[src/rtl/tw_mult_pre.sv]
// rtl/tw_mult_pre.sv - twiddle address generation and residue x twiddle multiply ahead of Barrett reduction
// Optional macro TW_PIPE_EXTRA_EN adds one register stage after the multiplier.
module tw_mult_pre #(
  parameter int          DATA_WIDTH        = 22,
  parameter int          DOUBLE_DATA_WIDTH = 44,
  parameter int unsigned PRIME             = 2146043,
  parameter int          FFT_POINT         = 16384,
  parameter int          ADDR_WIDTH        = 14,
  parameter int          BR_LATENCY        = 1
) (
  input  logic                         clk,
  input  logic                         rst_n,
  input  logic                         start,
  input  logic                         in_valid,
  input  logic [DATA_WIDTH-1:0]        in_data,
  output logic [ADDR_WIDTH-1:0]        tw_addr,
  input  logic [DATA_WIDTH-1:0]        tw_data,
  output logic [DOUBLE_DATA_WIDTH-1:0] S_out,
  output logic                         mult_valid,
  output logic                         br_valid,
  output logic                         busy,
  output logic                         frame_done
);

  localparam logic [ADDR_WIDTH-1:0] LAST_IDX = ADDR_WIDTH'(FFT_POINT - 1);

  if (64'(PRIME) >= (64'(1) << DATA_WIDTH)) begin : g_prime_check
    $error("PRIME does not fit in DATA_WIDTH");
  end

  typedef enum logic [1:0] {IDLE, RUN, DRAIN} state_t;

  state_t                  state, state_nxt;
  logic [ADDR_WIDTH-1:0]   cnt;
  logic                    frame_start;
  logic                    accept;
  logic                    last_accept;

  logic                    vld_d1, vld_d2, last_d1, last_d2;
  logic [DATA_WIDTH-1:0]   data_d1, data_d2;
  logic [DOUBLE_DATA_WIDTH-1:0] product;
  logic [DOUBLE_DATA_WIDTH-1:0] s_src;
  logic                    s_vld, s_last;
  logic                    mult_last;
  logic [BR_LATENCY-1:0]   br_vld_sr, br_last_sr;

  assign accept      = (state == RUN) && in_valid;
  assign last_accept = accept && (cnt == LAST_IDX);

  always_ff @(posedge clk or negedge rst_n) begin
    if (!rst_n) state <= IDLE;
    else        state <= state_nxt;
  end

  always_comb begin
    state_nxt   = state;
    busy        = 1'b1;
    frame_start = 1'b0;
    case (state)
      IDLE: begin
        busy = 1'b0;
        if (start) begin
          frame_start = 1'b1;
          state_nxt   = RUN;
        end
      end
      RUN:     if (last_accept) state_nxt = DRAIN;
      DRAIN:   if (frame_done)  state_nxt = IDLE;
      default: state_nxt = IDLE;
    endcase
  end

  always_ff @(posedge clk or negedge rst_n) begin
    if (!rst_n)           cnt <= '0;
    else if (frame_start) cnt <= '0;
    else if (accept)      cnt <= cnt + ADDR_WIDTH'(1);
  end

  // Address is n_lo * n_hi; operands widened so the 4x10 product keeps all 14 bits.
  always_ff @(posedge clk or negedge rst_n) begin
    if (!rst_n) begin
      tw_addr <= '0;
      data_d1 <= '0;
      data_d2 <= '0;
      vld_d1  <= 1'b0;
      vld_d2  <= 1'b0;
      last_d1 <= 1'b0;
      last_d2 <= 1'b0;
    end else begin
      vld_d1  <= accept;
      last_d1 <= last_accept;
      vld_d2  <= vld_d1;
      last_d2 <= last_d1;
      if (accept) begin
        tw_addr <= ADDR_WIDTH'(cnt[3:0]) * ADDR_WIDTH'(cnt[ADDR_WIDTH-1:4]);
        data_d1 <= in_data;
      end
      if (vld_d1) data_d2 <= data_d1;
    end
  end

  assign product = DOUBLE_DATA_WIDTH'(data_d2) * DOUBLE_DATA_WIDTH'(tw_data);

`ifdef TW_PIPE_EXTRA_EN
  logic [DOUBLE_DATA_WIDTH-1:0] prod_q;
  logic                         prod_vld, prod_last;

  always_ff @(posedge clk or negedge rst_n) begin
    if (!rst_n) begin
      prod_q    <= '0;
      prod_vld  <= 1'b0;
      prod_last <= 1'b0;
    end else begin
      prod_vld  <= vld_d2;
      prod_last <= last_d2;
      if (vld_d2) prod_q <= product;
    end
  end

  assign s_src  = prod_q;
  assign s_vld  = prod_vld;
  assign s_last = prod_last;
`else
  assign s_src  = product;
  assign s_vld  = vld_d2;
  assign s_last = last_d2;
`endif

  // S_out keeps the last product across bubbles.
  always_ff @(posedge clk or negedge rst_n) begin
    if (!rst_n) begin
      S_out      <= '0;
      mult_valid <= 1'b0;
      mult_last  <= 1'b0;
    end else begin
      mult_valid <= s_vld;
      mult_last  <= s_last;
      if (s_vld) S_out <= s_src;
    end
  end

  // Mirrors the reduction stage latency so br_valid and frame_done align with its result.
  always_ff @(posedge clk or negedge rst_n) begin
    if (!rst_n) begin
      br_vld_sr  <= '0;
      br_last_sr <= '0;
    end else begin
      br_vld_sr[0]  <= mult_valid;
      br_last_sr[0] <= mult_valid && mult_last;
      for (int i = 1; i < BR_LATENCY; i++) begin
        br_vld_sr[i]  <= br_vld_sr[i-1];
        br_last_sr[i] <= br_last_sr[i-1];
      end
    end
  end

  assign br_valid   = br_vld_sr[BR_LATENCY-1];
  assign frame_done = br_last_sr[BR_LATENCY-1];

endmodule
[config.mk]
export PLATFORM = sky130hd
export DESIGN_NAME = tw_mult_pre
export DESIGN_NICKNAME = d
export VERILOG_FILES = /design/src/rtl/tw_mult_pre.sv
export SDC_FILE = /design/constraint.sdc
export NUM_CORES = 1
export LEC_CHECK = 0
export BUFFER_PORTS_ARGS = -buffer_cell sky130_fd_sc_hd__buf_2
export CORE_ASPECT_RATIO = 0.5
export CORE_MARGIN = 10
export CORE_UTILIZATION = 55
export CTS_BUF_LIST = sky130_fd_sc_hd__clkbuf_4 sky130_fd_sc_hd__clkbuf_8
export DETAILED_ROUTE_END_ITERATION = 16
export HOLD_SLACK_MARGIN = 0.03
export MAX_ROUTING_LAYER = met4
export PLACE_DENSITY = 0.8
export SLEW_MARGIN = 20
export SYNTH_ARGS = -nofsm -noshare
export SYNTH_HDL_FRONTEND = slang
export SYNTH_SLANG_ARGS = --single-unit
[constraint.sdc]
create_clock -name clk -period 14.6 [get_ports clk]
set_clock_uncertainty 0.05 [all_clocks]
set_input_delay 0.73 -clock clk [delete_from_list [all_inputs] [get_ports clk]]
set_output_delay 0.73 -clock clk [all_outputs]
set_load 0.02 [all_outputs]
==> summary.md <==
| Metric | Value |
|---|---|
| Beginning of the critical path | `data_d2[12]$_DFFE_PN0P_` |
| Global route overflow | `0` |
| Relative slew slack | `24.08%` |
| Die area | `48,500 um^2` |
| Commonest cells in the synthesized netlist | `inv_1, nand2_1, fa_1` |
| I/O Pins | `110` |
| Die W | `301.6 um` |
| Largest cells by area after synthesis | `fa_1, dfrtp_1, ha_1` |
| #FFs+latches synth | `126` |
| Via count | `16,160` |
| R2r setup slk | `7100 ps` |
| Worst-path clk slew | `80 ps` |
| Mapped Cells | `2,358` |
| Critical path class | `reg2reg` |
| Crit. End Element | `flop` |
| Fin Setup TNS | `0 ps` |
| Synth Flop Type | `dfrtp_1` |
| Port-buffer cells | `109` |
| Final Hold Fails | `0` |
| Syn_area_per_cell | `9.248 um^2` |
| Number of distinct library cells after synthesis | `67` |
| # hold bufs at CTS | `0` |
| Post-synth EDFFs | `0` |
| Largest net degree at the start of global routing | `69` |
| Site Rows | `51` |
| Post-route clock period utilization | `51.40%` |
| Min-Delay Path Class | `in2async` |
| Post-CTS Resized | `0` |
| Final Max Slew Viols | `0` |
| ANT nets after route | `0` |
| Clk Latency, worst-skew pair | `440 ps` |
| Final setup vio count | `0` |
| Initial core utilization | `55.93%` |
| Synth warnings | `0` |
| Critical Path RT | `14,860 ps` |
| Placed cell area | `22,730 um^2` |
| Worst reg2reg path endpoint | `S_out[42]$_DFFE_PN0P_` |
| Htree depth | `4` |
| RSZ-0062 raised after global routing | `false` |
| Initial antenna violation count | `1` |
| Clock Path Buffers | `2` |
| Status | `finished clean` |
| Async SR Flop Fraction | `100.0%` |
| RD Place Congestion | `0.9506` |
| Clk sinks | `126` |
| Minimum clock period | `7505 ps` |
| Syn_nets | `2,997` |
| Routed Wire Length | `56,150 um` |
| HPWL after DPL | `44,080 um` |
| Synth Cell Area | `21,810 um^2` |
| Worst R2R Start | `data_d2[12]$_DFFE_PN0P_` |
| Vias in the first global route | `17,290` |
| Post-layout nets | `3,022` |
| WL/cell | `19.20 um` |
| Remaining DRCs | `0` |
| Via density | `5.523` |
| Core Area | `38,990 um^2` |
| Fmax | `133.2 MHz` |
| Seq/Total Area, Yosys | `14.46%` |
| CTS tree | `yes` |
| Critical path arrival | `7760 ps` |
| DRT Pass-1 Iters | `5` |
| Reg2reg path depth | `20` |
| First-pass GRT wire length | `92,540 um` |
| Synth area leader | `fa_1` |
| Actual slew at the worst max-slew pin | `1139 ps` |
| Count leader, synth | `inv_1` |
| Crit start category | `flop` |
| Root Driver | `clkbuf_8` |
| Layout cells sized above 1 | `9.816%` |
| Area Growth Syn to Fin | `6.093%` |
| Design area | `23,140 um^2` |
| CTS Buf Count | `17` |
| CP max FO | `23` |
| Synth top area share | `37.91%` |
| Initial DRC Count | `1,285` |
| Max cap viols | `0` |
| Final Util | `59.34%` |
| CP endpoint | `S_out[42]$_DFFE_PN0P_` |
| GRT Total Usage | `24.60%` |
| DIE HEIGHT | `160.8 um` |
| Setup repair bufs after CTS | `0` |
==> per-stage QoR <==
stage / setup slack [ps] / cells / hold WS, ps
floorplan: 7859 / 2358 / 281.2
global placement: 7251 / 2894 / 282.5
detailed placement: 7175 / 2894 / 287.1
CTS: 7139 / 2924 / 244.5
global route: 6841 / 2925 / 271.7
finish: 7095 / 2925 / 246.4
==> kinds of logic after synthesis <==
kind of cell | after synthesis | synth area share, %
and+or+nand+nor | 787 | 17.11
xor gates and xnor gates | 53 | 2.129
muxes | 52 | 2.679
adders and majority gates | 591 | 48.13
buffers and inverters | 562 | 9.679
DFF | 126 | 14.46
AOI/OAI and AO/OA | 187 | 5.818
==> registers in the layout (all words and copies together) (netlist names) <==
| name | cells |
|---|---|
| data_d2 | 22 |
| data_d1 | 22 |
| mult_valid | 1 |
| mult_last | 1 |
| S_out | 44 |
| s_vld | 1 |
| state | 2 |
| last_d1 | 1 |
| cnt | 14 |
| frame_done | 1 |
| last_d2 | 1 |
| tw_addr | 14 |
| vld_d1 | 1 |
| br_valid | 1 |
==> worst min path at each step <==
stage                                  end         startpoint  cells after the start
finish              tw_addr[9]$_DFFE_PN0P_              rst_n                      1
global route        tw_addr[9]$_DFFE_PN0P_              rst_n                      1
CTS                 tw_addr[9]$_DFFE_PN0P_              rst_n                      1
detailed placement     mult_last$_DFF_PN0_  last_d2$_DFF_PN0_                      0
global placement       mult_last$_DFF_PN0_  last_d2$_DFF_PN0_                      0
floorplan                last_d2$_DFF_PN0_  last_d1$_DFF_PN0_                      0
==> routing by layer <==
metal / vias to the layer above / GRT usage (%) / wire length, um
met1: 8145 / 32.74 / 23870
li1: 7187 / - / -
met2: 725 / 37.70 / 25750
met5: - / - / 0
met4: 0 / 6.813 / 1475
met3: 99 / 5.341 / 5055
==> placed cells by master, fill, tap and decap left out, types with 5 or more instances in the layout <==
master and n:
fa_1 413, xnor2_1 34, a211oi_1 8, nor3_1 12
xor2_1 19, buf_4 24, and2_1 247, nor2_1 46
a21oi_1 58, or2_2 5, inv_1 435, a31oi_1 5
o21bai_1 12, mux2_2 51, o21a_1 5, nand3_1 17
nand4_1 9, buf_2 108, and3_1 9, nand2_1 423
dfrtp_1 125, ha_1 178, a21o_1 20, o21ai_0 29
clkbuf_8 18
==> cell type report <==
type                            count  area (um^2)
Multi-Input combinational cell   1670        16540
Fill cell                        3219        15850
Sequential cell                   126         3154
Inverter                          435         1633
Timing Repair Buffer              133        732.0
Tap cell                          530        663.1
Clock buffer                       18        247.7
Clock inverter                     12        160.2
Antenna cell                        1        2.502
==> critical path, cell delays in order (launching register included) <==
cell	delay, ps
dfrtp_1	1070
nand2_1	180
fa_1	570
fa_1	470
fa_1	560
inv_1	60
fa_1	510
inv_1	60
fa_1	530
inv_1	50
fa_1	500
fa_1	460
ha_1	400
nor3_1	80
o311ai_1	290
a21oi_1	160
or4_1	530
o21ai_1	270
a21o_2	210
a211oi_1	70
a311o_1	270
Power is left out: the tool's default activity adds up to more than one toggle a clock period on the data nets, which glitch-free logic cannot reach.
